File: src/rtl/janken_judge_pkg.sv
// Shared definitions for the janken judge: hand codes, FSM states, bus widths.
// Pure declarations; no logic or timing of its own.
package janken_judge_pkg;

  localparam int G_DATA_W = 6;

  typedef enum logic [1:0] {
    HAND_NONE  = 2'b00,
    HAND_GU    = 2'b01,
    HAND_CHOKI = 2'b10,
    HAND_PA    = 2'b11
  } hand_t;

  typedef enum logic [1:0] {
    JJ_IDLE   = 2'b00,
    JJ_REVEAL = 2'b01,
    JJ_JUDGE  = 2'b10,
    JJ_RESULT = 2'b11
  } jj_state_t;

  localparam logic [1:0] PLAYER_NONE = 2'b11;

  // Player 0 sits in the top two bits of the packed hand word.
  function automatic logic [1:0] hand_of(input logic [G_DATA_W-1:0] word,
                                         input logic [1:0] idx);
    logic [1:0] h;
    case (idx)
      2'd0:    h = word[5:4];
      2'd1:    h = word[3:2];
      2'd2:    h = word[1:0];
      default: h = 2'b00;
    endcase
    return h;
  endfunction

endpackage

File: src/rtl/janken_rule.sv
// Combinational janken judge over three hands; winners[2] is player0, matching the hand bus order.
// Zero latency; no flow control.
// Unresolvable rounds (nobody valid, one or three shapes) report draw.
module janken_rule
  import janken_judge_pkg::*;
(
  input  logic [1:0] hand0,
  input  logic [1:0] hand1,
  input  logic [1:0] hand2,
  output logic [2:0] winners,
  output logic       draw
);

  logic [2:0] valid;
  logic       has_gu;
  logic       has_choki;
  logic       has_pa;
  logic [1:0] n_valid;
  logic [1:0] n_shape;
  logic [1:0] beat;

  always_comb begin
    valid     = {hand0 != HAND_NONE, hand1 != HAND_NONE, hand2 != HAND_NONE};
    has_gu    = (hand0 == HAND_GU)    || (hand1 == HAND_GU)    || (hand2 == HAND_GU);
    has_choki = (hand0 == HAND_CHOKI) || (hand1 == HAND_CHOKI) || (hand2 == HAND_CHOKI);
    has_pa    = (hand0 == HAND_PA)    || (hand1 == HAND_PA)    || (hand2 == HAND_PA);
    n_valid   = {1'b0, valid[0]} + {1'b0, valid[1]} + {1'b0, valid[2]};
    n_shape   = {1'b0, has_gu} + {1'b0, has_choki} + {1'b0, has_pa};

    // Only meaningful when exactly two shapes are present.
    if (has_gu && has_choki)         beat = HAND_GU;
    else if (has_choki && has_pa)    beat = HAND_CHOKI;
    else                             beat = HAND_PA;

    winners = 3'b000;
    draw    = 1'b0;
    if (n_valid == 2'd0) begin
      draw = 1'b1;
    end else if (n_valid == 2'd1) begin
      winners = valid;
    end else if (n_shape == 2'd2) begin
      winners = {hand0 == beat, hand1 == beat, hand2 == beat} & valid;
    end else begin
      draw = 1'b1;
    end
  end

endmodule

File: src/rtl/janken_judge.sv
// Captures a packed 3-player hand word, reveals each hand for REVEAL_CYCLES, then judges and scores.
// done rises 3*REVEAL_CYCLES+1 edges after capture; start while busy is dropped (no backpressure).
// JANKEN_SCORE_EN builds the saturating per-player win counters; otherwise scores are tied to 0.
module janken_judge
  import janken_judge_pkg::*;
#(
  parameter int REVEAL_CYCLES = 50_000_000,
  parameter int SCORE_W       = 4
) (
  input  logic                clk,
  input  logic                rst_,
  input  logic                start,
  input  logic [G_DATA_W-1:0] g_data_in,
  output logic                busy,
  output logic [1:0]          p_idx,
  output logic [1:0]          p_hand,
  output logic                done,
  output logic [2:0]          winners,
  output logic                draw,
  output logic [SCORE_W-1:0]  score0,
  output logic [SCORE_W-1:0]  score1,
  output logic [SCORE_W-1:0]  score2
);

  localparam int CNT_W = (REVEAL_CYCLES > 1) ? $clog2(REVEAL_CYCLES) : 1;
  localparam logic [CNT_W-1:0] CNT_LOAD = CNT_W'(REVEAL_CYCLES - 1);

  jj_state_t           state_q;
  jj_state_t           state_nx;
  logic [G_DATA_W-1:0] word_q;
  logic [G_DATA_W-1:0] word_nx;
  logic [CNT_W-1:0]    cnt_q;
  logic [CNT_W-1:0]    cnt_nx;
  logic [1:0]          p_idx_nx;
  logic [1:0]          p_hand_nx;
  logic                busy_nx;
  logic                done_nx;
  logic [2:0]          winners_nx;
  logic                draw_nx;
  logic                capture;
  logic [2:0]          rule_winners;
  logic                rule_draw;

  assign capture = start && ((state_q == JJ_IDLE) || (state_q == JJ_RESULT));

  janken_rule u_rule (
    .hand0   (word_q[5:4]),
    .hand1   (word_q[3:2]),
    .hand2   (word_q[1:0]),
    .winners (rule_winners),
    .draw    (rule_draw)
  );

  always_ff @(posedge clk or negedge rst_) begin
    if (!rst_) state_q <= JJ_IDLE;
    else       state_q <= state_nx;
  end

  always_comb begin
    state_nx = state_q;
    case (state_q)
      JJ_IDLE:   if (start) state_nx = JJ_REVEAL;
      JJ_REVEAL: if ((cnt_q == '0) && (p_idx == 2'd2)) state_nx = JJ_JUDGE;
      JJ_JUDGE:  state_nx = JJ_RESULT;
      JJ_RESULT: if (start) state_nx = JJ_REVEAL;
      default:   state_nx = JJ_IDLE;
    endcase
  end

  always_comb begin
    word_nx    = capture ? g_data_in : word_q;
    cnt_nx     = cnt_q;
    p_idx_nx   = PLAYER_NONE;
    p_hand_nx  = HAND_NONE;
    winners_nx = winners;
    draw_nx    = draw;
    if (capture) begin
      cnt_nx     = CNT_LOAD;
      p_idx_nx   = 2'd0;
      winners_nx = 3'b000;
      draw_nx    = 1'b0;
    end else if (state_q == JJ_REVEAL) begin
      if (cnt_q == '0) begin
        cnt_nx   = CNT_LOAD;
        p_idx_nx = p_idx + 2'd1;
      end else begin
        cnt_nx   = cnt_q - 1'b1;
        p_idx_nx = p_idx;
      end
    end else if (state_q == JJ_JUDGE) begin
      winners_nx = rule_winners;
      draw_nx    = rule_draw;
    end
    if (state_nx == JJ_REVEAL) begin
      p_hand_nx = hand_of(word_nx, p_idx_nx);
    end else begin
      p_idx_nx = PLAYER_NONE;
    end
    busy_nx = (state_nx == JJ_REVEAL) || (state_nx == JJ_JUDGE);
    done_nx = (state_nx == JJ_RESULT);
  end

  always_ff @(posedge clk or negedge rst_) begin
    if (!rst_) begin
      word_q  <= '0;
      cnt_q   <= '0;
      p_idx   <= PLAYER_NONE;
      p_hand  <= HAND_NONE;
      busy    <= 1'b0;
      done    <= 1'b0;
      winners <= 3'b000;
      draw    <= 1'b0;
    end else begin
      word_q  <= word_nx;
      cnt_q   <= cnt_nx;
      p_idx   <= p_idx_nx;
      p_hand  <= p_hand_nx;
      busy    <= busy_nx;
      done    <= done_nx;
      winners <= winners_nx;
      draw    <= draw_nx;
    end
  end

`ifdef JANKEN_SCORE_EN
  logic [SCORE_W-1:0] score_q [3];

  // Scores update on the JUDGE->RESULT edge, together with winners.
  always_ff @(posedge clk or negedge rst_) begin
    if (!rst_) begin
      for (int i = 0; i < 3; i++) score_q[i] <= '0;
    end else if (state_q == JJ_JUDGE) begin
      for (int i = 0; i < 3; i++) begin
        if (rule_winners[2-i] && (score_q[i] != '1)) score_q[i] <= score_q[i] + 1'b1;
      end
    end
  end

  assign score0 = score_q[0];
  assign score1 = score_q[1];
  assign score2 = score_q[2];
`else
  assign score0 = '0;
  assign score1 = '0;
  assign score2 = '0;
`endif

endmodule

File: config.mk
export PLATFORM = sky130hd
export DESIGN_NAME = janken_judge
export DESIGN_NICKNAME = d
export VERILOG_FILES = /design/src/rtl/janken_judge_pkg.sv /design/src/rtl/janken_rule.sv /design/src/rtl/janken_judge.sv
export SDC_FILE = /design/constraint.sdc
export NUM_CORES = 1
export LEC_CHECK = 0
export BUFFER_PORTS_ARGS = -buffer_cell sky130_fd_sc_hd__buf_2
export CORE_MARGIN = 1.5
export CORE_UTILIZATION = 63
export CTS_BUF_LIST = sky130_fd_sc_hd__clkbuf_8 sky130_fd_sc_hd__clkbuf_16
export DETAILED_ROUTE_END_ITERATION = 6
export PLACE_DENSITY = 0.85
export SLEW_MARGIN = 0
export SYNTH_ARGS = -nofsm -noshare
export SYNTH_HDL_FRONTEND = slang
export SYNTH_SLANG_ARGS = --single-unit
File: constraint.sdc
create_clock -name clk -period 5 [get_ports clk]
set_clock_uncertainty 0.1 [all_clocks]
set_input_delay 0.25 -clock clk [delete_from_list [all_inputs] [get_ports clk]]
set_output_delay 0.25 -clock clk [all_outputs]
set_load 0.02 [all_outputs]
### After elaboration in Yosys (flattened, before gate mapping)

Index checks and enable logic that the tools add are counted.

| storage, ports and cells | value |
|---|---|
| input port bits | 9 |
| output and inout port bits | 22 |
| register bits after elaboration | 44 |
| logic and storage cells | 90 |

| operators by class | value |
|---|---|
| add/subtract/negate cells | 6 |
| reduce and logical (&&, ||, !) cells | 23 |
| muxes and demuxes | 27 |
| equality and inequality tests | 24 |
| bitwise gates (word level) | 1 |

Operators with widths:

| kind | number |
|---|---|
| 26-bit two-way mux | 3 |
| 2-bit == test (second input constant) | 13 |
| 26-bit zero test | 1 |
| 26-bit by 1-bit subtractor with 26-bit output (second input constant) | 1 |
| 3-bit two-way mux | 6 |
| 2-bit two-way mux | 8 |
| 2-bit by 1-bit == test with 1-bit output (second input constant) | 7 |
| 2-bit one-hot mux with 3 select lines | 2 |
| 2-bit nonzero test | 5 |
| 1-bit logical OR | 8 |
| 1-bit two-way mux | 7 |
| 2-bit == test | 3 |
| 2-bit zero test | 3 |
| 6-bit two-way mux | 1 |
| 1-bit by 1-bit adder with 2-bit output | 2 |
| 2-bit by 1-bit adder with 2-bit output | 2 |
| 1-bit logical AND | 4 |
| 3-bit AND | 1 |
| 2-bit by 1-bit adder with 2-bit output (second input constant) | 1 |
| 2-bit inequality test (second input constant) | 1 |
| 2-bit AND reduction | 1 |
| 2-bit OR reduction | 1 |

### Longest topological paths before layout

| logic depth | value |
|---|---|
| depth in word-level cells | 14 |
| mapped depth | 11 |
| mapped depth without buffers | 11 |

### By module

From an unflattened synthesis, not the netlist that was laid out.

| second synthesis, totals | value |
|---|---|
| cell total of the unflattened synthesis | 342 |
| area total of the unflattened synthesis | 3000.4 µm² |

By module, submodules not included:

| module | instances | area an instance (µm²) | seq. area each (µm²) | cells an instance |
|---|---|---|---|---|
| janken_judge | 1 | 2414.8 | 1103.6 | 260 |
| janken_rule | 1 | 585.6 | 0.0 | 82 |

### Worst setup path after synthesis

OpenSTA, ideal clock, no wires.

| timing path | value |
|---|---|
| path type | reg2reg |
| start | register cnt_q[14] |
| end | register p_hand[0] |
| setup time | 0.124 ns |
| cell stages (with the launch flop) | 10 |
| setup slack | 2.373 ns |
| required time | 4.776 ns |
| arrival time | 2.403 ns |
| cells stage by stage | dfrtp_1 > or4_4 > nor4_4 > nand3_1 > and3_1 > or2_2 > ha_1 > nand2_1 > o31ai_1 > o31a_1 |

| on the way | value |
|---|---|
| cells in the longest elaborated chain, start to end | 7 |
| elaborated cells between the ends (all ways) | 13 |
| classes of those cells | 3 x eq/ne; 7 x mux; 3 x reduce/logical |

RTL lines:

| what | RTL line | RTL |
|---|---|---|
| start, declared | janken_judge.sv:32 | `logic [CNT_W-1:0] cnt_q;` |
| start signal, assigned | janken_judge.sv:115 | `cnt_q <= cnt_nx;` |
| 26-bit zero test * | janken_judge.sv:63, janken_judge.sv:83 |  |
| 2-bit two-way mux | janken_judge.sv:83 | `if (cnt_q == '0) begin` |
| 2-bit two-way mux | janken_judge.sv:82 | `end else if (state_q == JJ_REVEAL) begin` |
| 2-bit two-way mux | janken_judge.sv:77 | `if (capture) begin` |
| 2-bit == test (tied with other cells) | janken_judge_pkg.sv:27 | `case (idx)` |
| 2-bit one-hot mux with 3 select lines | janken_judge_pkg.sv:27 |  |
| 2-bit two-way mux * | janken_judge.sv:94 | `if (state_nx == JJ_REVEAL) begin` |
| net p_hand_nx[0] | janken_judge.sv:35 | `logic [1:0] p_hand_nx;` |
| end signal, assigned | janken_judge.sv:117 | `p_hand <= p_hand_nx;` |
| end, declared | janken_judge.sv:16 | `output logic [1:0] p_hand,` |

The timed path passes the listed nets; every way through them passes the cells marked *.
A chain may end at the register's enable or synchronous reset.

### Worst setup path after layout

| timing path | value |
|---|---|
| start | register state_q[1] |
| end | register cnt_q[17] |

| on the way | value |
|---|---|
| cells in the longest elaborated chain, start to end | 4 |
| elaborated cells between the ends (all ways) | 7 |
| classes of those cells | 2 x eq/ne; 1 x mux; 4 x reduce/logical |

RTL lines:

| what | RTL line | RTL |
|---|---|---|
| start, declared | janken_judge.sv:28 | `jj_state_t state_q;` |
| start signal, assigned | janken_judge.sv:56 | `else state_q <= state_nx;` |
| 2-bit == test / 2-bit zero test (equally long branches) | janken_judge.sv:44 | `assign capture = start && ((state_q == JJ_IDLE) \|\| (state_q == JJ_RESULT));` |
| 1-bit logical OR | janken_judge.sv:44 |  |
| 1-bit logical AND | janken_judge.sv:44 |  |
| 26-bit two-way mux / 2-bit nonzero test (equally long branches) | -- |  |

Several ways; a longest one is shown, not always the timed one.

==> impl_metrics.env <==
export IMPL_run_status="finished, violations left"
export IMPL_failing_checks="hold timing"
export IMPL_post_dp_hpwl_um=3963
export IMPL_yosys_cell_types_count=52
export IMPL_initialDrtViolationCount=233
export IMPL_grt_remaining_overflow=0
export IMPL_synth_ff_latch_count=44
export IMPL_io_pin_count=31
export IMPL_report_final_setup_viol=0
export IMPL_seq_area_frac_synth_pct=41.14
export IMPL_globalplace_congestion=0.8024
export IMPL_cts_root_buf="clkbuf_8"
export IMPL_m1WireLength_um=2512
export IMPL_hold_violations=23
export IMPL_avgRoutedWirePerCell_um=15.23
export IMPL_detail_route_drc_violations=0
export IMPL_mostFrequentLayoutCell="nand2_1"
export IMPL_layout_cells_most_common_list="nand2_1, dfrtp_1, nor2_1, buf_2, inv_1"
export IMPL_post_route_worst_setup_slack_ns=2.117
export IMPL_placement_io_buffers=18
export IMPL_async_flop_share_pct=100.0
export IMPL_grt_antenna_before_repair=0
export IMPL_synth_enable_flop_cells=0
export IMPL_tightestPinTransition_ns=1.245
export IMPL_synth_simple_area_share_pct=26.87
export IMPL_max_slew_violation_count=0
export IMPL_post_synthesis_compound_gate_area_fraction_pct=13.15
export IMPL_pin_count_of_the_biggest_net_entering_global_routing=45
export IMPL_post_synth_mux_area_share_pct=0.3731
export IMPL_detailedPlace_worstSlack_ns=2.136
export IMPL_crit_required_ns=5.05
export IMPL_ff2ff_setup_slack_ns=2.12
export IMPL_floorplan_die_width_um=68.26
export IMPL_cts_reportedPaths_clkPinSlew_ns=0.09
export IMPL_post_cts_setup_buffers=0
export IMPL_ctsHtreeMaxLevel=2
export IMPL_start_util_pct=66.11
export IMPL_cts_buffers_inserted=5
export IMPL_die_h_um=68.26
export IMPL_cp_slowest_stage_delay_ns=0.82
export IMPL_nFillCells=325
export IMPL_critical_path_peak_fanout=18
export IMPL_unrepaired_setup_endpoints_after_global_routing="false"
export IMPL_timing_reg2reg_worst_path_depth=7
export IMPL_synth_top_family_by_area="simple AND/OR/NAND/NOR gates"
export IMPL_fp_dieArea_um2=4659
export IMPL_global_route_wire_length_before_repair_um=9087
export IMPL_count_of_tritonroute_iterations_in_the_first_routing_pass=4
export IMPL_number_of_cells_after_detailed_placement=357
export IMPL_min_path_type="primary input to async pin"
export IMPL_clock_tree_buffer_depth=2
export IMPL_rows=23
export IMPL_setup_worst_path_end_class="flop"
export IMPL_synth_warn=0
export IMPL_maxUsedRoutingLayer="met4"
export IMPL_synth_xor_area_share_pct=7.183
export IMPL_route_vias_total=2170
export IMPL_drive_above_1_share_pct=11.75
export IMPL_n_antenna_cell=0
export IMPL_post_synth_inst_count=299
export IMPL_hold_ws_ns=-0.01305
export IMPL_cts_resized_gates=0
export IMPL_clock_tree_from_tritoncts="yes"
export IMPL_number_of_global_route_vias_before_repair=2031
export IMPL_instances_no_fill=365
export IMPL_cts_num_sinks=44
export IMPL_setup_total_negative_slack_ns=0
export IMPL_fmaxAchievable_mhz=346.9
export IMPL_routed_wl_um=5559
export IMPL_synthesis_area_um2=2683
export IMPL_vias_per_cell=5.945
export IMPL_total_power_mw=1.579
export IMPL_synth_top_flop_cell="dfrtp_1"
export IMPL_core_area_um2=4058
export IMPL_p_leak_nw=1.159
export IMPL_slew_hr_pct=17.01
export IMPL_layout_area_overhead_vs_synth_pct=6.623
export IMPL_period_minus_slack_ns=2.883
export IMPL_grt_util_all_layers_pct=26.54
export IMPL_critical_path_arrival_ns=2.93
export IMPL_crit_path_start_kind="flop"
export IMPL_route_met3_wl_um=225
export IMPL_peakVddDrop_v=0.0002471
export IMPL_dr_wl_met2_um=2766
export IMPL_fin_crit_sh_pct=57.65
export IMPL_antenna_left=0
export IMPL_worstPathCellList="inv_1 > ha_1 > a21oi_1 > nor3_1 > nand4_1 > xor2_1 > nand2_1"
export IMPL_synth_adder_area_share_pct=4.291
export IMPL_critical_path_class="flop to flop"
export IMPL_num_nets_final=331
export IMPL_count_of_hold_buffers_inserted_by_post_cts_repair=0
export IMPL_critical_path_slowest_cell="nor3_1"
export IMPL_pwr_density_cell_nw_per_um2=551.9
export IMPL_clock_insertion_delay_worst_skew_ns=0.31
export IMPL_drv_cap=0
export IMPL_syn_avg_cell_area_um2=8.972
-- through the flow --
stage	util, %	cell area [um2]
detailed placement	67.75	2749
floorplan	-	2724
global placement	67.75	2749
finish	70.49	2860
global route	70.49	2860
CTS	70.49	2860
-- cell families (layout without fill, tap and decap cells) --
kind of cell | Yosys count | after routing
AO/OA/AOI/OAI | 52 | 52
adder cells (fa/ha/maj) | 8 | 8
AND/OR/NAND/NOR | 135 | 135
other | 1 | 12
XOR/XNOR | 22 | 22
buffers and inverters | 36 | 41
flip-flops | 44 | 44
multiplexers | 1 | 1
-- sequential cells by signal, summed over array words and instances (netlist names) --
signal / cells
cnt_q: 26
word_q: 6
winners: 3
p_hand: 2
p_idx: 2
state_q: 2
busy: 1
done: 1
draw: 1
-- critical path, delay by kind of cell, from the launching register on --
| kind | cells | cell delay (ns) |
|---|---|---|
| xor gates and xnor gates | 1 | 0.19 |
| buffers and inverters | 1 | 0.08 |
| and+or+nand+nor | 3 | 1.11 |
| adders and majority gates | 1 | 0.52 |
| DFF | 1 | 0.41 |
| AOI/OAI and AO/OA | 1 | 0.31 |
-- final timing paths --
path / start / end
min in group clk: g_data_in[2] / word_q[2]
setup / recovery: state_q[1] / cnt_q[17]
max in group asynchronous: rst_ / cnt_q[24]
hold reg to reg: winners[0] / winners[0]
setup reg to reg: state_q[1] / cnt_q[17]
hold / removal: rst_ / winners[0]
-- cells in the mapped netlist (4+ instances only) --
cell type  number  area share [%]
and3_1          4            0.93
nand3_1         7             1.3
nand3b_1        4             1.1
nand4b_1        4             1.3
a21oi_1         9             1.7
or3_1           4            0.93
buf_4          12             3.4
nand2_1        46             6.4
a31oi_1         5             1.2
nand4_1         4            0.93
xor2_1         14             4.6
clkbuf_1        6            0.84
dfrtp_1        42              39
inv_1          15             2.1
xnor2_1         8             2.6
o21ai_0        13             2.4
ha_1            6             2.8
nor2_1         21             2.9
nor2b_1         9             2.1
nor3_1          7             1.3
nor4_1          8             1.9
-- metal layers --
layer,up-vias,track usage [%]
met1,1050,32.57
li1,1057,-
met2,57,44.78
met4,0,10.00
met5,-,0
met3,6,6.743
-- report_power, final --
group | internal, mW | total [mW] | switching, mW
registers | 0.433 | 0.516 | 0.0825
clock network | 0.148 | 0.279 | 0.131
logic | 0.295 | 0.784 | 0.489
-- final cells by class --
cell class	instances	area [um2]	area share [%]
Tap cell	50	62.56	2.187
Sequential cell	44	1104	38.58
Multi-Input combinational cell	230	1436	50.22
Inverter	15	56.30	1.969
Timing Repair Buffer	18	90.09	3.150
Clock buffer	5	68.82	2.406
Clock inverter	3	42.54	1.487
Power figures use the tool's default switching activity.
